`src/rtl/dmem_access_ctrl_pkg.sv`:
```
// Shared types and constants for the data-memory access sequencer.
package dmem_access_pkg;
  localparam int DEF_ADDR_W = 32;
  localparam int DEF_DATA_W = 32;
  localparam logic [1:0] ALIGN_MASK = 2'b11;

  typedef enum logic [1:0] {
    IDLE   = 2'd0,
    ACCESS = 2'd1,
    DONE   = 2'd2
  } state_e;

  function automatic logic is_aligned(input logic [1:0] addr_lsb);
    return (addr_lsb & ALIGN_MASK) == 2'b00;
  endfunction
endpackage

```
`src/rtl/dmem_access_ctrl_if.sv`:
```
// Request/acknowledge bus between the access sequencer (master) and the data memory (slave).
interface dmem_access_ctrl_if
  import dmem_access_pkg::*;
#(
  parameter int ADDR_W = DEF_ADDR_W,
  parameter int DATA_W = DEF_DATA_W
);
  logic              mem_req_o;
  logic              mem_we_o;
  logic [ADDR_W-1:0] mem_addr_o;
  logic [DATA_W-1:0] mem_wdata_o;
  logic              mem_ack_i;
  logic [DATA_W-1:0] mem_rdata_i;

  modport master (
    output mem_req_o, mem_we_o, mem_addr_o, mem_wdata_o,
    input  mem_ack_i, mem_rdata_i
  );

  modport slave (
    input  mem_req_o, mem_we_o, mem_addr_o, mem_wdata_o,
    output mem_ack_i, mem_rdata_i
  );
endinterface

```
`src/rtl/dmem_wait_timer.sv`:
```
// 8-bit wait counter; flags the last ACCESS cycle allowed before giving up on the memory.
module dmem_wait_timer #(
  parameter logic [7:0] MAX_WAIT = 8'd64
) (
  input  logic clk_i,
  input  logic rst_i,
  input  logic i_clr,
  input  logic i_en,
  output logic o_timeout
);
  logic [7:0] r_cnt;

  always_ff @(posedge clk_i or negedge rst_i) begin
    if (!rst_i) begin
      r_cnt <= '0;
    end else if (i_clr) begin
      r_cnt <= '0;
    end else if (i_en && (r_cnt != 8'hFF)) begin
      r_cnt <= r_cnt + 8'd1;
    end
  end

  // Fires while the MAX_WAIT-th enabled cycle is in progress, so the exit edge is that cycle's end.
  assign o_timeout = i_en && (r_cnt == (MAX_WAIT - 8'd1));
endmodule

```
`src/rtl/dmem_access_ctrl.sv`:
```
// Sequencer between the MEM stage and a multi-cycle req/ack data memory; stalls the pipeline per access.
// Optional macro DMEM_STALL_CNT_EN adds a saturating stall-cycle counter output stall_cnt_o.
module dmem_access_ctrl
  import dmem_access_pkg::*;
#(
  parameter int ADDR_W   = DEF_ADDR_W,
  parameter int DATA_W   = DEF_DATA_W,
  parameter int MAX_WAIT = 64
) (
  input  logic              clk_i,
  input  logic              rst_i,
  input  logic              cpu_req_i,
  input  logic              cpu_we_i,
  input  logic [ADDR_W-1:0] cpu_addr_i,
  input  logic [DATA_W-1:0] cpu_wdata_i,
  output logic [DATA_W-1:0] cpu_rdata_o,
  output logic              stall_o,
  output logic              err_o,
`ifdef DMEM_STALL_CNT_EN
  output logic [31:0]       stall_cnt_o,
`endif
  dmem_access_ctrl_if.master mem_if
);
  state_e            r_state;
  logic [DATA_W-1:0] r_rdata;
  logic              r_err;
  logic              r_mem_req;
  logic              r_mem_we;
  logic [ADDR_W-1:0] r_mem_addr;
  logic [DATA_W-1:0] r_mem_wdata;
  logic              w_aligned;
  logic              w_timeout;
  logic              w_clr;
  logic              w_en;

  assign w_aligned = is_aligned(cpu_addr_i[1:0]);
  assign w_clr     = (r_state == IDLE);
  assign w_en      = (r_state == ACCESS);

  dmem_wait_timer #(.MAX_WAIT(8'(MAX_WAIT))) u_wait_timer (
    .clk_i     (clk_i),
    .rst_i     (rst_i),
    .i_clr     (w_clr),
    .i_en      (w_en),
    .o_timeout (w_timeout)
  );

  // Gated by reset so every output reads 0 while reset is held.
  assign stall_o = rst_i & ((r_state == ACCESS) | ((r_state == IDLE) & cpu_req_i));

  always_ff @(posedge clk_i or negedge rst_i) begin
    if (!rst_i) begin
      r_state     <= IDLE;
      r_rdata     <= '0;
      r_err       <= 1'b0;
      r_mem_req   <= 1'b0;
      r_mem_we    <= 1'b0;
      r_mem_addr  <= '0;
      r_mem_wdata <= '0;
    end else begin
      case (r_state)
        IDLE: begin
          if (cpu_req_i) begin
            if (w_aligned) begin
              r_mem_req   <= 1'b1;
              r_mem_we    <= cpu_we_i;
              r_mem_addr  <= cpu_addr_i;
              r_mem_wdata <= cpu_wdata_i;
              r_state     <= ACCESS;
            end else begin
              r_err   <= 1'b1;
              r_rdata <= '0;
              r_state <= DONE;
            end
          end
        end
        ACCESS: begin
          // Ack takes priority over a coincident timeout.
          if (mem_if.mem_ack_i) begin
            if (!r_mem_we) r_rdata <= mem_if.mem_rdata_i;
            r_mem_req <= 1'b0;
            r_mem_we  <= 1'b0;
            r_state   <= DONE;
          end else if (w_timeout) begin
            r_mem_req <= 1'b0;
            r_mem_we  <= 1'b0;
            r_err     <= 1'b1;
            r_rdata   <= '0;
            r_state   <= DONE;
          end
        end
        DONE:    r_state <= IDLE;
        default: r_state <= IDLE;
      endcase
    end
  end

  assign cpu_rdata_o        = r_rdata;
  assign err_o              = r_err;
  assign mem_if.mem_req_o   = r_mem_req;
  assign mem_if.mem_we_o    = r_mem_we;
  assign mem_if.mem_addr_o  = r_mem_addr;
  assign mem_if.mem_wdata_o = r_mem_wdata;

`ifdef DMEM_STALL_CNT_EN
  logic [31:0] r_stall_cnt;

  always_ff @(posedge clk_i or negedge rst_i) begin
    if (!rst_i) begin
      r_stall_cnt <= '0;
    end else if (stall_o && (r_stall_cnt != 32'hFFFF_FFFF)) begin
      r_stall_cnt <= r_stall_cnt + 32'd1;
    end
  end

  assign stall_cnt_o = r_stall_cnt;
`endif
endmodule

```
`src/flat_wrapper.sv`:
```
// flat-port wrapper written by rule: the top's interface ports become plain ports
module dmem_access_ctrl_flat import dmem_access_pkg::*;
#(
  parameter int ADDR_W   = DEF_ADDR_W,
  parameter int DATA_W   = DEF_DATA_W,
  parameter int MAX_WAIT = 64
)
  (clk_i, rst_i, cpu_req_i, cpu_we_i, cpu_addr_i, cpu_wdata_i, cpu_rdata_o, stall_o, err_o, mem_if_mem_req_o, mem_if_mem_we_o, mem_if_mem_addr_o, mem_if_mem_wdata_o, mem_if_mem_ack_i, mem_if_mem_rdata_i);
  dmem_access_ctrl_if #(.ADDR_W(ADDR_W), .DATA_W(DATA_W)) mem_if_i ();
  input  logic clk_i;
  input  logic rst_i;
  input  logic cpu_req_i;
  input  logic cpu_we_i;
  input  logic [ADDR_W-1:0] cpu_addr_i;
  input  logic [DATA_W-1:0] cpu_wdata_i;
  output logic [DATA_W-1:0] cpu_rdata_o;
  output logic stall_o;
  output logic err_o;
  output wire logic [$bits(mem_if_i.mem_req_o)-1:0] mem_if_mem_req_o;
  output wire logic [$bits(mem_if_i.mem_we_o)-1:0] mem_if_mem_we_o;
  output wire logic [$bits(mem_if_i.mem_addr_o)-1:0] mem_if_mem_addr_o;
  output wire logic [$bits(mem_if_i.mem_wdata_o)-1:0] mem_if_mem_wdata_o;
  input wire logic [$bits(mem_if_i.mem_ack_i)-1:0] mem_if_mem_ack_i;
  input wire logic [$bits(mem_if_i.mem_rdata_i)-1:0] mem_if_mem_rdata_i;
  assign mem_if_mem_req_o = mem_if_i.mem_req_o;
  assign mem_if_mem_we_o = mem_if_i.mem_we_o;
  assign mem_if_mem_addr_o = mem_if_i.mem_addr_o;
  assign mem_if_mem_wdata_o = mem_if_i.mem_wdata_o;
  assign mem_if_i.mem_ack_i = mem_if_mem_ack_i;
  assign mem_if_i.mem_rdata_i = mem_if_mem_rdata_i;
  dmem_access_ctrl #(.ADDR_W(ADDR_W), .DATA_W(DATA_W), .MAX_WAIT(MAX_WAIT)) u_core (.clk_i(clk_i), .rst_i(rst_i), .cpu_req_i(cpu_req_i), .cpu_we_i(cpu_we_i), .cpu_addr_i(cpu_addr_i), .cpu_wdata_i(cpu_wdata_i), .cpu_rdata_o(cpu_rdata_o), .stall_o(stall_o), .err_o(err_o), .mem_if(mem_if_i));
endmodule
```
`config.mk`:
```
export PLATFORM = sky130hd
export DESIGN_NAME = dmem_access_ctrl_flat
export DESIGN_NICKNAME = d
export VERILOG_FILES = /design/src/rtl/dmem_access_ctrl_pkg.sv /design/src/rtl/dmem_access_ctrl_if.sv /design/src/rtl/dmem_wait_timer.sv /design/src/rtl/dmem_access_ctrl.sv /design/src/flat_wrapper.sv
export SDC_FILE = /design/constraint.sdc
export NUM_CORES = 1
export LEC_CHECK = 0
export BUFFER_PORTS_ARGS = -buffer_cell sky130_fd_sc_hd__buf_2
export CAP_MARGIN = 25
export CORE_ASPECT_RATIO = 0.9
export CORE_MARGIN = 1
export CORE_UTILIZATION = 45
export CTS_CLUSTER_DIAMETER = 200
export DETAILED_ROUTE_END_ITERATION = 12
export PLACE_DENSITY = 0.84
export SLEW_MARGIN = 15
export SYNTH_ARGS = -nofsm -noshare
export SYNTH_HDL_FRONTEND = slang
export SYNTH_HIERARCHICAL = 1
export SYNTH_SLANG_ARGS = --single-unit
```
`constraint.sdc`:
```
create_clock -name clk_i -period 2.7 [get_ports clk_i]
set_input_delay 0.405 -clock clk_i [delete_from_list [all_inputs] [get_ports clk_i]]
set_output_delay 0.405 -clock clk_i [all_outputs]
set_load 0.03 [all_outputs]
```
After elaboration in Yosys (flattened, before gate mapping)
Cells that the tools add are included.

Muxes and demuxes: 26. Bitwise logic cells: 3. Equal/unequal tests: 10. Add/sub/neg operators: 1. Reduce and logical (&&, ||, !) cells: 11.

Operators with widths (count): $mux 32 (5); $pmux 32 s2 (1); $mux 8 (2); $mux 1 (10); $reduce_and 5->1 (2); $add 8x1->8 const B (1); $eq 8x6->1 const B (1); $mux 2 (4); $ne 8x8->1 const B (1); $ne 2x2->1 const B (3); $pmux 1 s2 (3); $logic_not 2->1 (2); $ne 2x1->1 const B (2); $pmux 2 s2 (1); $reduce_and 4->1 (1); $reduce_bool 2->1 (2); $ne 3x2->1 const B (1); $ne 3x3->1 const B (1); $reduce_and 3->1 (1); $and 1x1->1 (2); $eq 2x1->1 const B (1); $logic_and 1x1->1 (2); $reduce_and 2->1 (1); $or 1x1->1 (1).

Word-level logic and storage cells: 59. Output and inout bits: 100. Bits of input ports: 101. Register bits: 109.

Depth between registers and ports, before layout
Gate-level depths: netlist (run 1).

Depth in word-level cells: 5. Gate-level depth with buffers: 10. Gate-level depth less buffers: 7.

Hierarchy
The synthesis (run 1) kept the hierarchy.

By module, submodules not included: dmem_access_ctrl (sequential area each 2527.4 sq um, cells an instance 348, area an instance 4465.5 sq um, instances 1); dmem_wait_timer (sequential area each 200.2 sq um, cells an instance 46, area an instance 486.7 sq um, instances 1).

Worst setup path after synthesis (run 1)
No wires, ideal clock.

Path kind: reg2reg. Start point: register u_core.r_state[1]. End point: register u_core.r_rdata[0] (netlist: u_core/cpu_rdata_o[0]). Setup slack: 0.576 ns. Arrival: 1.993 ns. Library setup time: 0.130 ns. Path buffers: 3. Clock period less this slack: 2.124 ns. Data required time: 2.570 ns. Cell stages (with the launch flop): 11. Cell sequence: dfrtp_1 > nand2b_1 > buf_2 > inv_2 > buf_2 > nand2_1 > nor4_1 > nor2_1 > clkbuf_1 > o211ai_1 > nand3_1.

Word-level cells in the longest chain between the ends: 4. Elaborated cells between the ends (all ways): 10. Those cells by class: 5 x eq/ne; 1 x mux; 4 x reduce/logical.

Ends and longest elaborated chain: start: declaration (RTL line dmem_access_ctrl.sv:24) `state_e r_state;`; start signal: assignment (RTL line dmem_access_ctrl.sv:53) `r_state <= IDLE;`; start signal: assignment (RTL line dmem_access_ctrl.sv:69) `r_state <= ACCESS;`; start signal: assignment (RTL line dmem_access_ctrl.sv:73) `r_state <= DONE;`; $eq 2x1->1 (RTL line dmem_access_ctrl.sv:38) `assign w_en = (r_state == ACCESS);`; named net u_core.w_en (RTL line dmem_access_ctrl.sv:34) `logic w_en;`; $logic_and 1x1->1 (RTL line dmem_wait_timer.sv:24) `assign o_timeout = i_en && (r_cnt == (MAX_WAIT - 8'd1));`; named net u_core.w_timeout (RTL line dmem_access_ctrl.sv:32) `logic w_timeout;`; $ne 3x2->1 (no line); $reduce_and 5->1 (no line); end signal: assignment (RTL line dmem_access_ctrl.sv:80) `if (!r_mem_we) r_rdata <= mem_if.mem_rdata_i;`; end: declaration (RTL line dmem_access_ctrl.sv:25) `logic [DATA_W-1:0] r_rdata;`.

The timed path passes the listed nets, and every way through them passes these cells. A chain may end at the register's enable or synchronous reset.

Final worst setup path (run 1)
Start point: register u_core.u_wait_timer.r_cnt[1]. End point: register u_core.r_rdata[3] (netlist: u_core/cpu_rdata_o[3]).

Word-level cells in the longest chain between the ends: 4.

Ends and longest elaborated chain: start: declaration (RTL line dmem_wait_timer.sv:11) `logic [7:0] r_cnt;`; start signal: assignment (RTL line dmem_wait_timer.sv:19) `r_cnt <= r_cnt + 8'd1;`; $eq 8x6->1 (RTL line dmem_wait_timer.sv:24); $logic_and 1x1->1 (RTL line dmem_wait_timer.sv:24); named net u_core.w_timeout (RTL line dmem_access_ctrl.sv:32); $ne 3x2->1 (no line); $reduce_and 5->1 (no line).

The timed path passes the listed nets, and every way through them passes these cells.

==> results of run 1 <==
critical path, stage by stage (launching register included):
cell and delay [ps]:
dfrtp_1 420, ha_1 260, nand2_1 120, nor4_1 400
nor2_2 90, buf_4 260, o211ai_1 260, nand3_1 100
cell usage in the layout (no fill, tap or decap), drive strengths merged:
cell      instances
a31oi             2
buf             213
a41oi             1
nand4             2
and4              2
nor4              1
nor4bb            1
dfrtp           109
a21boi            2
nor2b             6
clkinvlp          1
nor4b             1
nor2              6
inv               8
ha                1
o211ai           64
nor3              2
and4b             1
a311oi            1
o21ai             4
a211oi            1
and3              4
nand2            33
and2              1
a21o              2
clkinv            1
o211a             1
clkbuf            9
nand2b            4
nand3            32
mux2i             2
mux2             65
a21oi             5
worst paths after layout:
check / from / to / slack [ps] / cells past startpoint
min in group clk_i: mem_if_mem_rdata_i[9] / u_core/cpu_rdata_o[9] / 270 / 3
max in group asynchronous: rst_i / u_core/mem_if.mem_wdata_o[24] / 1800 / 2
setup reg to reg: u_core/u_wait_timer/r_cnt[1] / u_core/cpu_rdata_o[3] / 650 / 7
hold reg to reg: u_core/err_o / u_core/err_o / 480 / 1
hold / removal: rst_i / u_core/cpu_rdata_o[10] / 20 / 1
setup / recovery: u_core/u_wait_timer/r_cnt[1] / u_core/cpu_rdata_o[3] / 650 / 7
sequential cells by signal, summed over array words and instances (netlist names):
name and cells:
u_core/cpu_rdata_o 32, u_core/err_o 1, u_core/mem_if.mem_addr_o 32, u_core/mem_if.mem_req_o 1, u_core/mem_if.mem_wdata_o 32, u_core/mem_if.mem_we_o 1, u_core/r_state 2, u_core/u_wait_timer/r_cnt 8
logic make-up (layout without fill, tap and decap cells):
group / Yosys count / after routing / share of synthesized area, %
AO/OA/AOI/OAI: 83 / 83 / 12.4
adder cells (fa/ha/maj): 1 / 1 / 0.253
buffers and inverters: 38 / 232 / 4.19
flip-flops: 109 / 109 / 55.1
multiplexers: 67 / 67 / 18.1
AND/OR/NAND/NOR: 96 / 96 / 9.93
synthesized netlist by cell type, drive strengths merged:
library cell | count | area, sq um
nand3 | 32 | 160
buf | 16 | 125
clkbuf | 18 | 67.6
and4b | 1 | 10.0
o211ai | 64 | 480
nor4bb | 1 | 10.0
nor2 | 6 | 32.5
and3 | 4 | 31.3
nor4 | 1 | 6.26
a311oi | 1 | 8.76
a211oi | 1 | 7.51
o211a | 1 | 10.0
nand4 | 2 | 12.5
a41oi | 1 | 8.76
nor3 | 2 | 10.0
o21ai | 4 | 20.0
nor4b | 1 | 8.76
a31oi | 2 | 12.5
mux2 | 65 | 878
mux2i | 2 | 20.0
nor2b | 6 | 37.5
and2 | 1 | 6.26
ha | 1 | 12.5
a21oi | 5 | 32.5
and4 | 2 | 17.5
nand2 | 33 | 124
a21boi | 2 | 18.8
nand2b | 4 | 25.0
dfrtp | 109 | 2730
a21o | 2 | 15.0
inv | 4 | 15.0
stage by stage:
step / std cells / setup WS [ps] / area (sq um) / hold slack [ps]
global route: 717 / 453 / 6340 / 50.0
floorplan: 394 / 576 / 4950 / 109
global placement: 701 / 746 / 6040 / 394
detailed placement: 701 / 650 / 6040 / 400
CTS: 716 / 640 / 6320 / 31.1
finish: 717 / 646 / 6340 / 19.6
cell type report:
class | instances | area [sq um]
fill | 842 | 4130
sequential | 109 | 2730
multi-input combinational | 247 | 2030
timing repair buffer | 213 | 1120
clock buffer | 9 | 225
tap | 129 | 161
clock inverter | 6 | 53.8
inverter | 4 | 15.0
layer usage:
| metal | track usage (%) | vias up |
|---|---|---|
| li1 | - | 1822 |
| met1 | 28.7 | 1926 |
| met2 | 37.8 | 187 |
| met3 | 6.22 | 12 |
| met4 | 5.44 | 0 |
| met5 | 0 | - |
where the power goes:
group	internal, W	switching (W)	total, W	leakage, nW
combinational	0.000702	0.00122	0.00192	1.69
sequential	0.00199	0.000213	0.00221	1.38
clock	0.000639	0.000610	0.00125	0.135
==> impl_metrics.env, run 1 <==
export IMPL_status="finished clean"
export IMPL_max_vdd_ir_drop_mv=0.357
export IMPL_wl_per_cell_um=17.4
export IMPL_cts_sinks=109
export IMPL_slew_violations=0
export IMPL_worst_slew_pin_transition_ps=657
export IMPL_dr_wl_met2_um=6070
export IMPL_cts_max_level=3
export IMPL_timing_final_crit_period_ps=2050
export IMPL_hold_class="input pin to asynchronous set/reset pin"
export IMPL_endpoint_kind="flop"
export IMPL_portBuffers=200
export IMPL_die_w_um=113
export IMPL_drc=0
export IMPL_syn_nets=496
export IMPL_die_area_sq_um=11400
export IMPL_cts_buffer_depth=2
export IMPL_area_growth_syn_to_layout_pct=28.0
export IMPL_finalSetupViolCount=0
export IMPL_vias=3947
export IMPL_cp_start_kind="flop"
export IMPL_seq_area_frac_synth_pct=55.1
export IMPL_grt_usage_pct=22.3
export IMPL_fin_skew_ps=6.85
export IMPL_viasPerCell=5.50
export IMPL_netlist_instances=394
export IMPL_avgSynthCellArea_sq_um=12.6
export IMPL_cts_tree="yes"
export IMPL_antenna_found_initial=0
export IMPL_power_density_nw_per_um2=848
export IMPL_antenna_cells=0
export IMPL_ys_ff_latch=109
export IMPL_root_buffer="clkbuf_16"
export IMPL_first_pass_iters=4
export IMPL_p_leak_nw=3.20
export IMPL_postRouteAntennaNets=0
export IMPL_wirelength_um=12500
export IMPL_clkTransAtPathRegs_ps=70
export IMPL_insertion_delay_ps=340
export IMPL_synth_cell_area_sq_um=4950
export IMPL_core_area_sq_um=10500
export IMPL_grt_pass1_wl_um=19900
export IMPL_globalRouteOverflowTotal=0
export IMPL_final_util_pct=60.6
export IMPL_arrival_ps=2280
export IMPL_hold_viol=0
export IMPL_path_class="flop to flop"
export IMPL_rows=35
export IMPL_drv_cap=0
export IMPL_grt_pass1_vias=3844
export IMPL_fmax_ghz=0.487
export IMPL_ios=201
export IMPL_routed_top_layer="met4"
export IMPL_crit_fanout=33
export IMPL_total_power_w=0.00538
export IMPL_drt_iter0_drc=219
export IMPL_grt_max_degree=41
export IMPL_drive_gt1_share_pct=51.5
export IMPL_slew_headroom_pct=56.1
export IMPL_chipHeight_um=102
export IMPL_cts_made_buffers=9
export IMPL_postCtsSetupRepairBufs=0
export IMPL_nets=686
export IMPL_met3_length_um=941
export IMPL_ys_warnings_count=6
export IMPL_cts_resized=0
export IMPL_start_util_pct=47.3
export IMPL_finalCritPeriodShare_pct=76.1
export IMPL_synth_cell_types=42
export IMPL_cp_required_ps=2920
export IMPL_m1WireLength_um=5310
export IMPL_grt_setup_unrepaired="no"
export IMPL_holdBufCountCts=0
export IMPL_hpwl_um=8630
export IMPL_setup_tns_ps=0
export IMPL_gp_congestion=0.809
(Power assumes the default switching activity.)
==> inputs of run 2 (changes only) <==
--- a/config.mk
+++ b/config.mk
@@ -9,10 +9,10 @@
 export CAP_MARGIN = 25
 export CORE_ASPECT_RATIO = 0.9
 export CORE_MARGIN = 1
-export CORE_UTILIZATION = 45
+export CORE_UTILIZATION = 44
 export CTS_CLUSTER_DIAMETER = 200
 export DETAILED_ROUTE_END_ITERATION = 12
-export PLACE_DENSITY = 0.84
+export PLACE_DENSITY = 0.86
 export SLEW_MARGIN = 15
 export SYNTH_ARGS = -nofsm -noshare
 export SYNTH_HDL_FRONTEND = slang
==> constraint.sdc (replaced) <==
create_clock -name clk_i -period 1.8 [get_ports clk_i]
set_input_delay 0.27 -clock clk_i [delete_from_list [all_inputs] [get_ports clk_i]]
set_output_delay 0.27 -clock clk_i [all_outputs]
set_load 0.03 [all_outputs]
==> run 2 against run 1 <==
Compared with the run above: the flow now finishes with violations (setup timing); worst setup slack got worse by 660 ps; combinational power up 54%; core utilization up 0.14 points; register-to-register slack lost 660 ps; design area rose by 4.4%; cell count up 5.9%; clock power up 62%; non-clock buffer count is 15 higher; die area increased by 2.2%; clock skew rose by 1.2 ps.
==> impl_metrics.env, run 2 (synthesis gave the netlist of run 1 again) <==
export IMPL_status="complete, but fails checks"
export IMPL_failed_checks="setup timing"
export IMPL_worst_path_stages=9
export IMPL_grt_pass1_wl_um=20100
export IMPL_finalSetupViolCount=5
export IMPL_cp_start_kind="flop"
export IMPL_viasPerCell=5.44
export IMPL_cp_slowest_cell="dfrtp_2"
export IMPL_rows=36
export IMPL_fin_skew_ps=8.01
export IMPL_endpoint_kind="flop"
export IMPL_die_area_sq_um=11700
export IMPL_drv_cap=0
export IMPL_nets=704
export IMPL_cts_made_buffers=9
export IMPL_arrival_ps=2040
export IMPL_whs_ps=17.9
export IMPL_portBuffers=200
export IMPL_cp_required_ps=2030
export IMPL_worst_slew_pin_transition_ps=575
export IMPL_ios=201
export IMPL_start_util_pct=45.4
export IMPL_finalCritPeriodShare_pct=101
export IMPL_grt_setup_unrepaired="yes"
export IMPL_area_growth_syn_to_layout_pct=33.6
export IMPL_cts_tree="yes"
export IMPL_gp_congestion=0.752
export IMPL_grt_pass1_vias=3950
export IMPL_cpLargestDelayFamily="simple AND/OR/NAND/NOR gates"
export IMPL_path_class="flop to flop"
export IMPL_globalRouteOverflowTotal=0
export IMPL_antenna_cells=0
export IMPL_hpwl_um=8780
export IMPL_cts_max_level=3
export IMPL_hold_class="input pin to asynchronous set/reset pin"
export IMPL_clkTransAtPathRegs_ps=70
export IMPL_p_leak_nw=3.32
export IMPL_drt_iter0_drc=281
export IMPL_reg2reg_depth=9
export IMPL_fin_ws_ps=-11.1
export IMPL_drive_gt1_share_pct=53.9
export IMPL_mostFrequentLayoutCell="buf_2"
export IMPL_wirelength_um=13400
export IMPL_cp_cell_sequence="nand2b_4, clkinv_4, nand2_4, nor4_4, buf_4, nor2_4, buf_6, o211ai_1, nand3_1"
export IMPL_drc=0
export IMPL_crit_fanout=9
export IMPL_grt_usage_pct=22.6
export IMPL_r2r_setup_slack_ps=-10
export IMPL_chipHeight_um=103
export IMPL_die_w_um=114
export IMPL_wl_per_cell_um=17.6
export IMPL_holdBufCountCts=0
export IMPL_insertion_delay_ps=360
export IMPL_cts_buffer_depth=2
export IMPL_final_cell_mix="199 x buf_2, 107 x dfrtp_1, 64 x o211ai_1"
export IMPL_total_power_w=0.00830
export IMPL_core_area_sq_um=10900
export IMPL_slew_violations=0
export IMPL_place_ws_ps=-82.1
export IMPL_grt_max_degree=110
export IMPL_root_buffer="clkbuf_16"
export IMPL_vias=4129
export IMPL_postRouteAntennaNets=0
export IMPL_antenna_found_initial=0
export IMPL_cp_buffers_inverters=3
export IMPL_fmax_ghz=0.552
export IMPL_max_vdd_ir_drop_mv=0.572
export IMPL_timing_final_crit_period_ps=1810
export IMPL_first_pass_iters=4
export IMPL_critPathMaxStageDelay_ps=410
export IMPL_cts_sinks=109
export IMPL_slew_headroom_pct=61.7
export IMPL_hold_viol=0
export IMPL_power_density_nw_per_um2=1250
-- run 2: path summary, 6_finish.rpt --
check,from,to
min in group clk_i,mem_if_mem_rdata_i[9],u_core/cpu_rdata_o[9]
max in group asynchronous,rst_i,u_core/mem_if.mem_addr_o[16]
hold reg to reg,u_core/err_o,u_core/err_o
hold / removal,rst_i,u_core/r_state[0]
setup reg to reg,u_core/r_state[1],u_core/cpu_rdata_o[3]
setup / recovery,u_core/r_state[1],u_core/cpu_rdata_o[3]
-- run 2: what timing repair did --
action | in CTS | in global routing
buffers inserted | 0 | 14
gates cloned | 1 | 2
pin swaps | 2 | 19
resized for setup | 1 | 5
endpoints found under the setup margin | 35 | 34
hold endpoints to repair | 0 | 0
-- run 2: layout make-up --
type,count,area [sq um]
sequential,109,2730
clock inverter,6,71.3
fill,877,4280
inverter,4,20.0
clock buffer,10,229
multi-input combinational,250,2100
timing repair buffer,228,1280
tap,152,190
-- run 2: metal layers --
metal / GRT usage, % / routed length [um]
met1: 26.3 / 5320
met2: 40.4 / 6860
met3: 6.76 / 1030
met4: 7.19 / 165
met5: 0 / 0
-- run 2: where the power goes --
part | internal [W] | leakage, nW | switching, W | total (W)
Clock | 0.00109 | 0.139 | 0.000935 | 0.00203
Combinational | 0.00109 | 1.80 | 0.00186 | 0.00295
Sequential | 0.00299 | 1.37 | 0.000331 | 0.00332
-- run 2: worst reg2reg max path: cells and delay by family, from the launching register on --
family	cells	cell delay, ps
AO/OA/AOI/OAI	1	170
buffers and inverters	3	420
flip-flops	1	410
AND/OR/NAND/NOR	5	680
-- run 2: stage by stage --
step                      instance area, sq um  cells  utilization [%]  setup TNS (ps)
final                                     6620    759             60.7           -32.1
after global routing                      6620    759             60.7           -1260
after CTS                                 6480    743             59.4               0
after detailed placement                  6170    726             56.6            -834
after global placement                    6170    726             56.6            -100
after floorplan                           5040    394                -            -797
==> inputs of run 3 (changes only) <==
--- a/config.mk
+++ b/config.mk
@@ -6,13 +6,14 @@
 export NUM_CORES = 1
 export LEC_CHECK = 0
 export BUFFER_PORTS_ARGS = -buffer_cell sky130_fd_sc_hd__buf_2
-export CAP_MARGIN = 25
 export CORE_ASPECT_RATIO = 0.9
 export CORE_MARGIN = 1
 export CORE_UTILIZATION = 44
 export CTS_CLUSTER_DIAMETER = 200
 export DETAILED_ROUTE_END_ITERATION = 12
 export PLACE_DENSITY = 0.86
+export RECOVER_POWER = 50
+export SKIP_LAST_GASP = 1
 export SLEW_MARGIN = 15
 export SYNTH_ARGS = -nofsm -noshare
 export SYNTH_HDL_FRONTEND = slang
==> run 3 against run 2 <==
Compared with the run above: the flow still finishes with violations (setup timing); wire length up 0.37%; sequential cell count unchanged; via count down 0.39%; count of clock-buffer cells in the layout unchanged; cell count unchanged; first-iteration DRC count up 2.5%; total power down 0.86%; die area unchanged; critical path type unchanged.
==> impl_metrics.env, run 3 (synthesis gave the netlist of run 1 again) <==
export IMPL_status="complete, but fails checks"
export IMPL_failed_checks="setup timing"
export IMPL_root_buffer="clkbuf_16"
export IMPL_final_util_pct=60.1
export IMPL_antenna_found_initial=0
export IMPL_cp_start_kind="flop"
export IMPL_path_class="flop to flop"
export IMPL_max_vdd_ir_drop_mv=0.578
export IMPL_rows=36
export IMPL_p_leak_nw=3.19
export IMPL_dp_cells=726
export IMPL_core_area_sq_um=10900
export IMPL_drc=0
export IMPL_cp_buffers_inverters=4
export IMPL_ios=201
export IMPL_worst_path_stages=9
export IMPL_cp_common_cell="buf_4"
export IMPL_final_cell_mix="158 x buf_2, 107 x dfrtp_1, 64 x o211ai_1"
export IMPL_cts_made_buffers=9
export IMPL_vias=4113
export IMPL_grt_pass1_vias=3950
export IMPL_r2r_end="u_core/r_state[0]"
export IMPL_wirelength_um=13400
export IMPL_die_area_sq_um=11700
export IMPL_chipHeight_um=103
export IMPL_place_ws_ps=-82.1
export IMPL_nets=704
export IMPL_r2r_setup_slack_ps=-10
export IMPL_cts_tree="yes"
export IMPL_worst_slew_pin_transition_ps=1480
export IMPL_arrival_ps=2060
export IMPL_antenna_cells=0
export IMPL_grt_setup_unrepaired="yes"
export IMPL_total_power_w=0.00822
export IMPL_wl_per_cell_um=17.7
export IMPL_insertion_delay_ps=360
export IMPL_endpoint_kind="flop"
export IMPL_fillers=902
export IMPL_finalSetupViolCount=4
export IMPL_drt_iter0_drc=288
export IMPL_viasPerCell=5.42
export IMPL_clkTransAtPathRegs_ps=70
export IMPL_slew_violations=0
export IMPL_postRouteAntennaNets=0
export IMPL_grt_usage_pct=22.6
export IMPL_gp_congestion=0.752
export IMPL_drv_cap=0
export IMPL_fin_skew_ps=8.27
export IMPL_timing_final_crit_period_ps=1810
export IMPL_drive_gt1_share_pct=47.0
export IMPL_die_w_um=114
export IMPL_cp_slowest_cell="dfrtp_2"
export IMPL_start_util_pct=45.4
export IMPL_cpLargestDelayFamily="simple AND/OR/NAND/NOR gates"
export IMPL_slew_headroom_pct=1.44
export IMPL_hpwl_um=8780
export IMPL_cts_buffer_depth=2
export IMPL_fin_ws_ps=-12.2
export IMPL_stdcell_count=759
export IMPL_setup_worst_path_end="u_core/r_state[0]"
export IMPL_r2r_start="u_core/r_state[1]"
export IMPL_hold_class="input pin to flop"
export IMPL_hold_viol=0
export IMPL_first_pass_iters=4
export IMPL_fmax_ghz=0.552
export IMPL_mostFrequentLayoutCell="buf_2"
export IMPL_cp_startpoint="u_core/r_state[1]"
export IMPL_finalCritPeriodShare_pct=101
export IMPL_area_growth_syn_to_layout_pct=32.2
export IMPL_grt_max_degree=110
export IMPL_crit_fanout=4
export IMPL_cts_max_level=3
export IMPL_cts_sinks=109
export IMPL_critPathMaxStageDelay_ps=410
export IMPL_globalRouteOverflowTotal=0
export IMPL_reg2reg_depth=9
export IMPL_grt_pass1_wl_um=20100
export IMPL_portBuffers=200
export IMPL_cp_cell_sequence="nand2b_4, clkinv_4, nand2_4, nor4_4, buf_4, nor2_4, buf_4, buf_4, a21o_1"
export IMPL_power_density_nw_per_um2=1260
export IMPL_cp_required_ps=2040
## run 3: changes by cell type in the layout (fill, tap and decap cells not counted), sizes merged
cell,previous run,this run
buf,228,185
clkbuf,10,53
## run 3: layout make-up
class | count | area, sq um | share of cell area [%]
tap | 152 | 190 | 2.90
clock buffer | 10 | 229 | 3.50
clock inverter | 6 | 71.3 | 1.09
multi-input combinational | 250 | 2100 | 32.0
sequential | 109 | 2730 | 41.7
inverter | 4 | 20.0 | 0.306
timing repair buffer | 228 | 1210 | 18.5
## run 3: per-layer routing
layer  GRT usage (%)  wire length (um)
met5               0                 0
met3            6.76              1110
met2            40.4              6810
met4            7.19               199
met1            26.3              5310
## run 3: power by group
group	leakage (nW)	switching [W]	internal [W]
clock	0.139	0.000936	0.00109
sequential	1.37	0.000341	0.00299
combinational	1.67	0.00186	0.00100
total	3.19	0.00314	0.00509
## run 3: how the worst min path moves through the flow
stage | start | end | slack, ps | depth (start not counted)
after floorplan | rst_i | u_core/cpu_rdata_o[0] | -30 | 0
after global placement | rst_i | u_core/err_o | 420 | 2
after detailed placement | rst_i | u_core/r_state[1] | 430 | 2
after CTS | rst_i | u_core/mem_if.mem_wdata_o[5] | 40 | 2
after global routing | mem_if_mem_rdata_i[2] | u_core/cpu_rdata_o[2] | 120 | 3
final | mem_if_mem_rdata_i[9] | u_core/cpu_rdata_o[9] | 120 | 3
## run 3: per-stage QoR
step | setup TNS, ps | instance area, sq um | hold slack (ps)
5_1_grt | -1260 | 6550 | 123
6_report | -19.6 | 6550 | 118
3_5_place_dp | -834 | 6170 | 433
3_3_place_gp | -100 | 6170 | 422
2_1_floorplan | -797 | 5040 | -25.6
4_1_cts | 0 | 6480 | 40.6
## run 3: worst min-delay path, stage by stage
cell and delay [ps]:
buf_2 70, nand2_1 40, nand3_1 60
## run 3: what timing repair did
action	CTS	global route
resized for setup	1	5
buffers inserted	0	14
cloned	1	2
hold buffers	0	0
pin swaps	2	19
endpoints found under the hold margin	0	0
endpoints found under the setup margin	35	34
